[src/rtl/mem_port_arbiter_pkg.sv]
// Shared types and widths for the memory port arbiter.
// Imported by the arbiter and its testbench.
package mem_port_arbiter_pkg;

  localparam int ADDR_W = 19;
  localparam int DATA_W = 16;

  typedef enum logic [1:0] {
    IDLE        = 2'd0,
    GRANT_DATA  = 2'd1,
    GRANT_INSTR = 2'd2
  } arb_state_e;

endpackage

[src/rtl/mem_port_arbiter.sv]
// Two-master arbiter for the 16-bit memory bus port.
// Data wins ties; a streak counter forces one fetch grant.
module mem_port_arbiter
  import mem_port_arbiter_pkg::*;
#(
  parameter int unsigned MAX_DATA_STREAK = 4
) (
  input  logic              clk,
  input  logic              reset,
  input  logic              data_m_access,
  output logic              data_m_ack,
  input  logic [ADDR_W-1:0] data_m_addr,
  input  logic              data_m_wr_en,
  input  logic [DATA_W-1:0] data_m_data_out,
  input  logic [1:0]        data_m_bytesel,
  output logic [DATA_W-1:0] data_m_data_in,
  input  logic              instr_m_access,
  output logic              instr_m_ack,
  input  logic [ADDR_W-1:0] instr_m_addr,
  output logic [DATA_W-1:0] instr_m_data_in,
  output logic              m_access,
  input  logic              m_ack,
  output logic [ADDR_W-1:0] m_addr,
  output logic              m_wr_en,
  output logic [DATA_W-1:0] m_data_out,
  output logic [1:0]        m_bytesel,
  input  logic [DATA_W-1:0] m_data_in,
  output logic              grant_data,
  output logic              grant_instr
);

  localparam logic [3:0] MAX_S = 4'(MAX_DATA_STREAK);

  arb_state_e state, state_nxt;
  logic [3:0] streak, streak_nxt;

  always_ff @(posedge clk) begin
    if (reset) begin
      state  <= IDLE;
      streak <= '0;
    end else begin
      state  <= state_nxt;
      streak <= streak_nxt;
    end
  end

  always_comb begin
    state_nxt  = state;
    streak_nxt = streak;
    unique case (state)
      IDLE: begin
        if (data_m_access &&
            (!instr_m_access || streak != MAX_S))
          state_nxt = GRANT_DATA;
        else if (instr_m_access)
          state_nxt = GRANT_INSTR;
        // Streak only counts data wins over a waiting fetch
        if (!instr_m_access)
          streak_nxt = '0;
        else if (state_nxt == GRANT_INSTR)
          streak_nxt = '0;
        else if (state_nxt == GRANT_DATA &&
                 streak != MAX_S)
          streak_nxt = streak + 4'd1;
      end
      GRANT_DATA, GRANT_INSTR: begin
        if (m_ack)
          state_nxt = IDLE;
      end
      default: state_nxt = IDLE;
    endcase
  end

  always_comb begin
    m_access    = 1'b0;
    m_addr      = '0;
    m_wr_en     = 1'b0;
    m_data_out  = '0;
    m_bytesel   = 2'b00;
    grant_data  = 1'b0;
    grant_instr = 1'b0;
    unique case (state)
      GRANT_DATA: begin
        m_access   = 1'b1;
        m_addr     = data_m_addr;
        m_wr_en    = data_m_wr_en;
        m_data_out = data_m_data_out;
        m_bytesel  = data_m_bytesel;
        grant_data = 1'b1;
      end
      GRANT_INSTR: begin
        m_access    = 1'b1;
        m_addr      = instr_m_addr;
        m_bytesel   = 2'b11;
        grant_instr = 1'b1;
      end
      default: ;
    endcase
  end

  assign data_m_ack      = m_ack && state == GRANT_DATA;
  assign instr_m_ack     = m_ack && state == GRANT_INSTR;
  assign data_m_data_in  = m_data_in;
  assign instr_m_data_in = m_data_in;

endmodule

[config.mk]
export PLATFORM = sky130hd
export DESIGN_NAME = mem_port_arbiter
export DESIGN_NICKNAME = d
export VERILOG_FILES = /design/src/rtl/mem_port_arbiter_pkg.sv /design/src/rtl/mem_port_arbiter.sv
export SDC_FILE = /design/constraint.sdc
export NUM_CORES = 1
export LEC_CHECK = 0
export ABC_AREA = 1
export BUFFER_PORTS_ARGS = -buffer_cell sky130_fd_sc_hd__buf_2
export CAP_MARGIN = 0
export CORE_MARGIN = 3
export CORE_UTILIZATION = 31
export DETAILED_ROUTE_END_ITERATION = 8
export PLACE_DENSITY = 0.8
export SLEW_MARGIN = 20
export SYNTH_ARGS = -nofsm -noshare
export SYNTH_HDL_FRONTEND = slang
export SYNTH_SLANG_ARGS = --single-unit
[constraint.sdc]
create_clock -name clk -period 1.7 [get_ports clk]
set_input_delay 0.34 -clock clk [delete_from_list [all_inputs] [get_ports clk]]
set_output_delay 0.34 -clock clk [all_outputs]
set_load 0.01 [all_outputs]
* After elaboration in Yosys (flattened, before gate mapping) *
Index checks and enable logic that the tools add are counted.

cells by class
  add/sub/neg operators = 1
  eq/ne operators = 7
  mux-type cells = 15
  reduce and logical (&&, ||, !) cells = 9

operators with widths
  cell                 number
  $pmux 19 s2          1
  $mux 16              1
  $mux 4               3
  $mux 2               4
  $pmux 2 s2           2
  $add 4x1->4 const B  1
  $eq 2x1->1 const B   2
  $eq 2x2->1 const B   2
  $logic_and 1x1->1    4
  $mux 1               4
  $ne 4x3->1 const B   1
  $ne 3x1->1 const B   1
  $logic_not 2->1      1
  $ne 2x1->1 const B   1
  $reduce_and 2->1     1
  $reduce_or 2->1      1
  $logic_not 1->1      1
  $logic_or 1x1->1     1

storage, ports and cells
  bits of input ports = 78
  logic and storage cells = 34
  register bits after elaboration = 6
  output and inout port bits = 75

* Longest topological paths before layout *
Gate-level depths: netlist of the first run.

  depth in word-level cells = 10
  gate-level depth with buffers = 9

* Worst setup path before layout of the first run *
Ideal clock, no wire load.

  path type = reg-to-output
  start point = register state[0]
  end point = output port m_addr[0]
  arrival time = 1191 ps
  setup slack = 169 ps
  cell stages (with the launch flop) = 6
  cell sequence = dfxtp_1 -> inv_1 -> ha_1 -> inv_2 -> buf_2 -> a21oi_1

on the way
  cells in the longest elaborated chain, start to end = 2
  elaborated cells on any way between the ends = 3

RTL lines
  what                                      RTL line                source
  start: declaration                        mem_port_arbiter.sv:34  arb_state_e state, state_nxt;
  start signal: assignment                  mem_port_arbiter.sv:42  state <= state_nxt;
  $eq 2x2->1 or $eq 2x1->1 (tied branches)  mem_port_arbiter.sv:82  unique case (state)
  $pmux 19 s2 (*)                           mem_port_arbiter.sv:82
  end: declaration                          mem_port_arbiter.sv:23  output logic [ADDR_W-1:0] m_addr,

Every way passes the cells marked *; elsewhere a longest branch is shown, timed or not.

* Worst setup path after layout of the first run *
  start point = register state[1]
  end point = output port m_addr[13]

The elaborated chain is that of the path after synthesis.

==> results of run 1 <==
==> layout make-up <==
class	count	share of cell area
clock buffers	3	0.0117
inverters	35	0.0736
multi-input cells	124	0.380
repair buffers	118	0.438
well taps	46	0.0299
flip-flops and latches	6	0.0664
==> cells by family after synthesis <==
| family | count (synthesis) |
|---|---|
| and+or+nand+nor | 89 |
| buffers and inverters | 75 |
| AOI/OAI and AO/OA | 29 |
| adders and majority gates | 6 |
| DFF | 6 |
==> how the worst max path moves through the flow <==
stage	endpoint	slack, ns	depth (start not counted)
2_1_floorplan	m_addr[0]	0.17	5
3_3_place_gp	m_addr[5]	0.08	6
3_5_place_dp	m_addr[2]	0.04	6
4_1_cts	m_addr[17]	-0.07	7
5_1_grt	m_bytesel[1]	-0.16	7
6_report	m_addr[13]	-0.09	6
==> worst max-delay path, cell delays in order, from the launching register on <==
cell	delay (ns)
dfxtp_4	0.36
buf_6	0.10
ha_4	0.21
clkbuf_16	0.17
nand2_1	0.05
a21oi_1	0.14
buf_2	0.16
==> metrics by stage <==
step	util	total power [µW]	setup WS, ns	setup TNS, ns	cells
2_1_floorplan	-	446	0.169	0	205
3_3_place_gp	0.427	529	0.0846	0	317
3_5_place_dp	0.427	534	0.0388	0	317
4_1_cts	0.505	819	-0.0735	-0.532	329
5_1_grt	0.563	940	-0.156	-2.59	332
6_report	0.563	879	-0.0916	-0.510	332
==> what timing repair did <==
item	CTS	global route
buffers inserted	5	1
pin swaps	9	11
resized for setup	23	45
gates cloned	4	3
setup endpoints to repair	38	38
==> cells in the final DEF (no fill, tap or decap), drive strengths merged <==
cell	n
inv	34
nor2	6
o21ai	1
nand3	3
a21oi	28
nand2	80
clkinv	1
clkbuf	6
buf	115
dfxtp	6
ha	6
==> metal layers <==
layer | track usage | vias up | wire length (µm)
met5 | 0 | - | 0
met4 | 0.0609 | 0 | 55
met1 | 0.169 | 644 | 1580
li1 | - | 742 | -
met2 | 0.316 | 78 | 2340
met3 | 0.0408 | 6 | 449
==> registers in the layout, indices dropped and copies added, names as in the netlist <==
register / count
state: 2
streak: 4
==> report_power, final <==
part,switching (µW),internal [µW]
registers,9.60,149
clock network,61.0,80.5
logic,293,287
==> reports/results.txt, run 1 <==
status = complete, but fails checks
failing checks = negative setup slack
grt ovf = 0
XOR/XNOR Fraction of Synth Area = 0
FF+latch area = 128 µm²
top post-synthesis cells by count = 78 x nand2_1, 34 x buf_4, 32 x inv_1
Worst Hold Class = input pin to register
Synth top area share = 0.260
area of the core = 3420 µm²
DRT Pass-1 Iters = 4
worst-case clock skew = 0.000413 ns
Worst VDD drop = 0.392 mV
Synth area leaders = nand2_1 26%, buf_4 23%, a21oi_1 12%
Synth Area in Compound Gates = 0.132
largest family of logic cells by synthesized area = buffers and inverters
adder-cell share of the synthesized area = 0.0667
Cells after Synth = 205
Setup crit end kind = output port
DIE WIDTH = 66.3 µm
largest net degree at the start of global routing = 23
maximum root-to-sink buffer count = 2
antenna-violating nets left = 0
slew margin rel. = 0.851
area of placed instances = 1460 µm²
syn_area_per_cell = 5.49 µm²
Die ar. = 4390 µm²
hold path depth = 2
share of cells above drive strength 1 = 0.598
PD cells = 457 nW/µm²
FF+latch count, synth = 6
drt drc = 0
min Tclk post-route = 1.79 ns
Avg WL per Cell = 13.3 µm
Ports = 153
syn nets = 289
area grow syn2layout = 70.7%
crit-path max FO = 5
Post-Route WL = 4.42 mm
final slew viol count = 0
Hold WS = 0.296 ns
R2R depth = 7
number of synthesized flops with an enable pin = 0
total track usage = 0.165
DR vias = 1470
synth unique cells = 17
CTS tree = built
antenna violations before repair = 0
Endpoint, Worst Hold = state[1]$_SDFFE_PP0P_
Worst-Margin Slew = 0.222 ns
Final Setup Violations = 16
# hold bufs at CTS = 0
FFs w/ async S/R, synth = 0
top-count cell post-synth = nand2_1
die height = 66.3 µm
Setup crit start = state[1]$_SDFFE_PP0P_
initial DRC count = 24
Post-Syn Area = 1130 µm²
Finished Cell Area = 1920 µm²
PnR worst setup slack = -0.0916 ns
root buffer cell = clkbuf_4
# H-tree levels = 1
std cell rows = 21
critical path start-end classification = register to output port
fin nets = 372
vias in the first global route = 1268
min-delay src = reset
post-synthesis sequential area ratio = 0.107
Critical R2R Capture = state[1]$_SDFFE_PP0P_
Fin. Hold Viols = 0
Yosys warnings = 0
crit start category = register
first-pass GRT wire length = 5.67 mm
Tcrit/Tclk final = 1.05
Crit path required time = 1.36 ns
worst r2r src = state[0]$_SDFFE_PP0P_
Final HPWL DP = 2.96 mm
worst path arrival time = 1.45 ns
Peak Freq = 558 MHz
Sink Count = 6
RSZ-0062 raised after global routing = true
multiplexer area fraction after synthesis = 0
number of port buffers = 104
Multi-input gate area = 731 µm²
clk slew on worst S/H paths = 0.05 ns
top_reg_cell synth = dfxtp_1
vias per inst = 4.43
Max Cap Violations = 0
flop2flop setup slack = 0.37 ns
dominant cell type by area after synthesis = nand2_1
diode count = 0
# fillers = 328
CTS Buf Count = 3
routability cong. = 0.788
P_leak = 0.00113 µW
Worst-Skew Late Latency = 0.25 ns
Post-Synth Simple-Gate Area = 0.324
Initial Util = 0.330
Note: power is estimated with default switching activity, not from simulation.
==> inputs of run 2 (changes only) <==
--- a/config.mk
+++ b/config.mk
@@ -8,10 +8,12 @@
 export ABC_AREA = 1
 export BUFFER_PORTS_ARGS = -buffer_cell sky130_fd_sc_hd__buf_2
 export CAP_MARGIN = 0
+export CELL_PAD_IN_SITES_DETAIL_PLACEMENT = 1
+export CELL_PAD_IN_SITES_GLOBAL_PLACEMENT = 1
 export CORE_MARGIN = 3
-export CORE_UTILIZATION = 31
+export CORE_UTILIZATION = 17
 export DETAILED_ROUTE_END_ITERATION = 8
-export PLACE_DENSITY = 0.8
+export PLACE_DENSITY = 0.82
 export SLEW_MARGIN = 20
 export SYNTH_ARGS = -nofsm -noshare
 export SYNTH_HDL_FRONTEND = slang
==> run 2 against run 1 <==
  * Clock skew barely moved
  * Fmax rose by 4.5%
  * Cell area rose by 2.9%
  * The run still ends with negative setup slack left
  * Setup slack improved by 0.077 ns
  * Sequential power barely moved
  * Wire length rose by 12%
  * Via count rose by 4.1%
  * Sequential share of layout area fell by 0.19 points
==> reports/results.txt, run 2 (synthesis results as in run 1) <==
status = complete, but fails checks (unchanged)
failing checks = negative setup slack (unchanged)
post-route insts no fill = 365 (was 332)
Setup crit start = state[1]$_SDFFE_PP0P_ (unchanged)
clk slew on worst S/H paths = 0.04 ns (was 0.05 ns)
CP delay by family, top = buffers and inverters (unchanged)
die height = 87.4 µm (was 66.3 µm)
slowest cell delay on critical path = 0.35 ns (was 0.36 ns)
worst-case clock skew = 0.000812 ns (was 0.000413 ns)
drt drc = 0 (unchanged)
min-delay src = reset (unchanged)
PD cells = 496 nW/µm² (was 457 nW/µm²)
Final Setup Violations = 9 (was 16)
min Tclk post-route = 1.71 ns (was 1.79 ns)
worst path arrival time = 1.37 ns (was 1.45 ns)
CTS Buf Count = 3 (unchanged)
routability cong. = 0.813 (was 0.788)
Tcrit/Tclk final = 1.01 (was 1.05)
std cell rows = 29 (was 21)
RSZ-0062 raised after global routing = true (unchanged)
commonest cells after routing, fill and taps aside = 101 x buf_2, 56 x nand2_1, 27 x inv_1 (was 96 x buf_2, 58 x nand2_1, 22 x inv_1, 22 x a21oi_1, 14 x nand2_2)
Finished Cell Area = 1980 µm² (was 1920 µm²)
fin nets = 374 (was 372)
Ports = 153 (unchanged)
maximum root-to-sink buffer count = 2 (unchanged)
slowest library cell on the worst path = dfxtp_4 (unchanged)
DIE WIDTH = 87.4 µm (was 66.3 µm)
area of the core = 6390 µm² (was 3420 µm²)
Worst-Skew Late Latency = 0.22 ns (was 0.25 ns)
Final Util = 0.310 (was 0.563)
crit-path max FO = 6 (was 5)
DP Cell Count = 351 (was 317)
Hold WS = 0.356 ns (was 0.296 ns)
Avg WL per Cell = 13.5 µm (was 13.3 µm)
PnR worst setup slack = -0.0148 ns (was -0.0916 ns)
Setup crit end kind = output port (unchanged)
slew margin rel. = 0.852 (was 0.851)
area of placed instances = 1530 µm² (was 1460 µm²)
Peak Freq = 583 MHz (was 558 MHz)
final slew viol count = 0 (unchanged)
root buffer cell = clkbuf_8 (was clkbuf_4)
Max Cap Violations = 0 (unchanged)
Total Power = 982 µW (was 879 µW)
antenna-violating nets left = 0 (unchanged)
CTS tree = built (unchanged)
largest net degree at the start of global routing = 21 (was 23)
cells along the critical path = inv_6, ha_4, clkbuf_16, nand2_2, a21oi_2, buf_2 (was buf_6, ha_4, clkbuf_16, nand2_1, a21oi_1, buf_2)
Crit path required time = 1.36 ns (about the same)
# H-tree levels = 1 (unchanged)
Worst Path Buf+Inv = 3 (unchanged)
Largest register FFs = 4 (unchanged)
initial DRC count = 22 (was 24)
diode count = 0 (unchanged)
# hold bufs at CTS = 0 (unchanged)
P_leak = 0.00112 µW (was 0.00113 µW)
vias in the first global route = 1375 (was 1268)
crit start category = register (unchanged)
antenna violations before repair = 0 (unchanged)
largest registers = streak (4), state (2) (unchanged)
largest register by flop count = streak (unchanged)
critical path start-end classification = register to output port (unchanged)
Final HPWL DP = 3.37 mm (was 2.96 mm)
Sink Count = 6 (unchanged)
Worst-Margin Slew = 0.221 ns (was 0.222 ns)
Worst VDD drop = 0.415 mV (was 0.392 mV)
DRT Pass-1 Iters = 4 (unchanged)
Fin. Hold Viols = 0 (unchanged)
worst r2r src = state[0]$_SDFFE_PP0P_ (unchanged)
share of cells above drive strength 1 = 0.646 (was 0.598)
total track usage = 0.101 (was 0.165)
grt ovf = 0 (unchanged)
commonest non-fill, non-tap cell in the layout = buf_2 (unchanged)
Post-Route WL = 4.94 mm (was 4.42 mm)
Die ar. = 7640 µm² (was 4390 µm²)
area grow syn2layout = 75.7% (was 70.7%)
Initial Util = 0.176 (was 0.330)
first-pass GRT wire length = 6.18 mm (was 5.67 mm)
DR vias = 1530 (was 1470)
vias per inst = 4.19 (was 4.43)
Worst Hold Class = input pin to register (unchanged)
number of port buffers = 104 (unchanged)
==> run 2: changes by cell type in the layout (fill, tap and decap cells not counted), moves of 4 or more <==
cell     change
a21oi_1     -16
a21oi_2     +16
buf_2        +5
inv_1        +5
inv_2        -4
nand2_2      +6
nand2_4      -4
==> run 2: power breakdown <==
group | switching [µW] | internal [µW]
clock | 62.2 | 152
combinational | 319 | 288
sequential | 10.6 | 149
total | 392 | 590
==> run 2: worst reg2reg max path: cells and delay by family (launching register included) <==
| kind | cells | cell delay, ns |
|---|---|---|
| flops | 1 | 0.37 |
| simple gates | 2 | 0.31 |
| fa+ha+maj | 1 | 0.27 |
| buf+inv | 3 | 0.26 |
| compound gates | 1 | 0.15 |
==> run 2: per-layer routing <==
layer	track usage	part of all wire	routed length [µm]
met2	0.198	0.52	2550
met5	0	0	0
met4	0.0446	0.022	108
met1	0.0985	0.36	1790
met3	0.0218	0.10	494
==> run 2: final timing paths <==
path | slack [ns] | end | cells after the start
worst max register to register | 0.28 | state[1]$_SDFFE_PP0P_ | 7
worst max-delay path | -0.01 | m_addr[6] | 6
worst min-delay path | 0.36 | state[1]$_SDFFE_PP0P_ | 2
worst min register to register | 0.51 | streak[3]$_SDFFE_PP0P_ | 2
==> run 2: what timing repair did <==
| item | CTS | global route |
|---|---|---|
| buffers inserted | 1 | 3 |
| setup endpoints to repair | 28 | 21 |
| cloned | 1 | 6 |
| pin swaps | 1 | 18 |
| resized for setup | 13 | 55 |
==> run 2: layout make-up <==
class | count | area (µm²)
timing repair buffer | 120 | 798
tap | 77 | 96.3
inverter | 35 | 139
clock buffer | 3 | 41.3
fill | 837 | 4410
multi-input combinational | 124 | 776
sequential | 6 | 128
==> run 2: through the flow <==
| stage | setup TNS, ns | worst slack, ns |
|---|---|---|
| CTS | -0.0943 | -0.0134 |
| global route | -1.69 | -0.0792 |
| floorplan | 0 | 0.169 |
| finish | -0.0578 | -0.0148 |
| detailed placement | 0 | 0.0764 |
| global placement | 0 | 0.116 |
==> inputs of run 3 (changes only) <==
--- a/config.mk
+++ b/config.mk
@@ -14,6 +14,7 @@
 export CORE_UTILIZATION = 17
 export DETAILED_ROUTE_END_ITERATION = 8
 export PLACE_DENSITY = 0.82
+export SKIP_LAST_GASP = 1
 export SLEW_MARGIN = 20
 export SYNTH_ARGS = -nofsm -noshare
 export SYNTH_HDL_FRONTEND = slang
==> run 3 against run 2 <==
  * The flow still finishes with violations (negative setup slack)
  * Final cell count stayed put
  * First-iteration DRC count down 14%
  * Highest routed layer unchanged
  * Flip-flop and latch count did not move
  * Total power fell by 1.8%
  * Sequential power is essentially flat
  * Die area is the same
  * Sequential share of layout area increased by 0.14 points
  * Wire length down 0.43%
  * Clock skew barely moved
  * Critical path depth did not move
==> reports/results.txt, run 3 (synthesis results as in run 1) <==
Multi-input gate area = 746 µm² (was 776 µm²)
Hold WS = 0.355 ns (was 0.356 ns)
Final Setup Violations = 11 (was 9)
Worst Path Buf+Inv = 3 (unchanged)
status = complete, but fails checks (unchanged)
Worst VDD drop = 0.413 mV (was 0.415 mV)
antenna violations before repair = 0 (unchanged)
Tcrit/Tclk final = 1.02 (was 1.01)
vias per inst = 4.19 (about the same)
CTS Buf Count = 3 (unchanged)
critical path start-end classification = register to output port (unchanged)
initial DRC count = 19 (was 22)
Peak Freq = 579 MHz (was 583 MHz)
area grow syn2layout = 71.9% (was 75.7%)
Max Cap Violations = 0 (unchanged)
pre-CTS setup slack = 0.0764 ns (unchanged)
flop2flop setup slack = 0.28 ns (about the same)
worst path arrival time = 1.39 ns (was 1.37 ns)
failing checks = negative setup slack (unchanged)
min-delay src = reset (unchanged)
DRT Pass-1 Iters = 4 (unchanged)
FF+latch area = 128 µm² (unchanged)
worst-case clock skew = 0.000852 ns (was 0.000812 ns)
root buffer cell = clkbuf_8 (unchanged)
slowest library cell on the worst path = dfxtp_4 (unchanged)
vias in the first global route = 1375 (unchanged)
Fin. Hold Viols = 0 (unchanged)
first-pass GRT wire length = 6.18 mm (unchanged)
std cell rows = 29 (unchanged)
routability cong. = 0.813 (unchanged)
DP Cell Count = 351 (unchanged)
Setup crit start = state[1]$_SDFFE_PP0P_ (unchanged)
slowest cell delay on critical path = 0.35 ns (about the same)
Crit path required time = 1.36 ns (about the same)
Largest register FFs = 4 (unchanged)
Ports = 153 (unchanged)
DIE WIDTH = 87.4 µm (unchanged)
DR vias = 1528 (was 1530)
diode count = 0 (unchanged)
Final Util = 0.303 (was 0.310)
Avg WL per Cell = 13.5 µm (about the same)
largest registers = streak (4), state (2) (unchanged)
drt drc = 0 (unchanged)
Worst Hold Class = input pin to register (unchanged)
Sink Count = 6 (unchanged)
worst r2r src = state[0]$_SDFFE_PP0P_ (unchanged)
commonest non-fill, non-tap cell in the layout = buf_2 (unchanged)
largest net degree at the start of global routing = 21 (unchanged)
Worst-Margin Slew = 0.221 ns (about the same)
largest register by flop count = streak (unchanged)
Final HPWL DP = 3.37 mm (unchanged)
Setup crit end kind = output port (unchanged)
RSZ-0062 raised after global routing = true (unchanged)
fin nets = 374 (unchanged)
post-route setup TNS = -0.0894 ns (was -0.0578 ns)
# fillers = 851 (was 837)
maximum root-to-sink buffer count = 2 (unchanged)
antenna-violating nets left = 0 (unchanged)
share of cells above drive strength 1 = 0.608 (was 0.646)
crit start category = register (unchanged)
Die ar. = 7640 µm² (unchanged)
PnR worst setup slack = -0.0265 ns (was -0.0148 ns)
total track usage = 0.101 (unchanged)
P_leak = 0.00111 µW (was 0.00112 µW)
PD cells = 498 nW/µm² (was 496 nW/µm²)
area of the core = 6390 µm² (unchanged)
clk slew on worst S/H paths = 0.04 ns (about the same)
cells along the critical path = inv_6, ha_4, clkbuf_16, nand2_1, a21oi_2, buf_2 (was inv_6, ha_4, clkbuf_16, nand2_2, a21oi_2, buf_2)
die height = 87.4 µm (unchanged)
CTS tree = built (unchanged)
slew margin rel. = 0.852 (about the same)
Worst-Skew Late Latency = 0.22 ns (about the same)
number of port buffers = 104 (unchanged)
min Tclk post-route = 1.73 ns (was 1.71 ns)
# H-tree levels = 1 (unchanged)
final slew viol count = 0 (unchanged)
Initial Util = 0.176 (unchanged)
CP delay by family, top = buffers and inverters (unchanged)
post-route insts no fill = 365 (unchanged)
Post-Route WL = 4.92 mm (was 4.94 mm)
commonest cells after routing, fill and taps aside = 103 x buf_2, 63 x nand2_1, 29 x inv_1 (was 101 x buf_2, 56 x nand2_1, 27 x inv_1)
crit-path max FO = 6 (unchanged)
grt ovf = 0 (unchanged)
-- run 3: final cells by class --
cell class,instances,share of cell area
sequential,6,0.0659
tap,77,0.0498
clock buffer,3,0.0213
timing repair buffer,120,0.406
inverter,35,0.0718
multi-input combinational,124,0.385
-- run 3: power breakdown --
group / switching, µW / internal [µW] / leakage [µW]
logic: 310 / 281 / 0.00104
clock network: 62.1 / 152 / 0.0000216
registers: 10.4 / 149 / 0.0000502
-- run 3: metal layers --
layer | part of all wire | GRT usage
met1 | 0.37 | 0.0985
met3 | 0.097 | 0.0218
met5 | 0 | 0
met2 | 0.52 | 0.198
met4 | 0.022 | 0.0446
-- run 3: timing repair --
action,CTS,global route
buffers inserted,1,3
gates resized for setup,13,41
hold endpoints to repair,0,0
endpoints found under the setup margin,28,21
pin swaps,1,18
gates cloned,1,6
hold buffers,0,0
-- run 3: path summary, 6_finish.rpt --
check,to,cells after the start
setup reg to reg,state[1]$_SDFFE_PP0P_,7
hold reg to reg,streak[3]$_SDFFE_PP0P_,2
hold / removal,state[1]$_SDFFE_PP0P_,2
setup / recovery,m_addr[6],6
-- run 3: metrics by stage --
stage / total power [µW] / cell area, µm²
after floorplan: 446 / 1130
after global placement: 567 / 1530
after detailed placement: 578 / 1530
after CTS: 846 / 1650
after global routing: 1050 / 1940
final: 964 / 1940
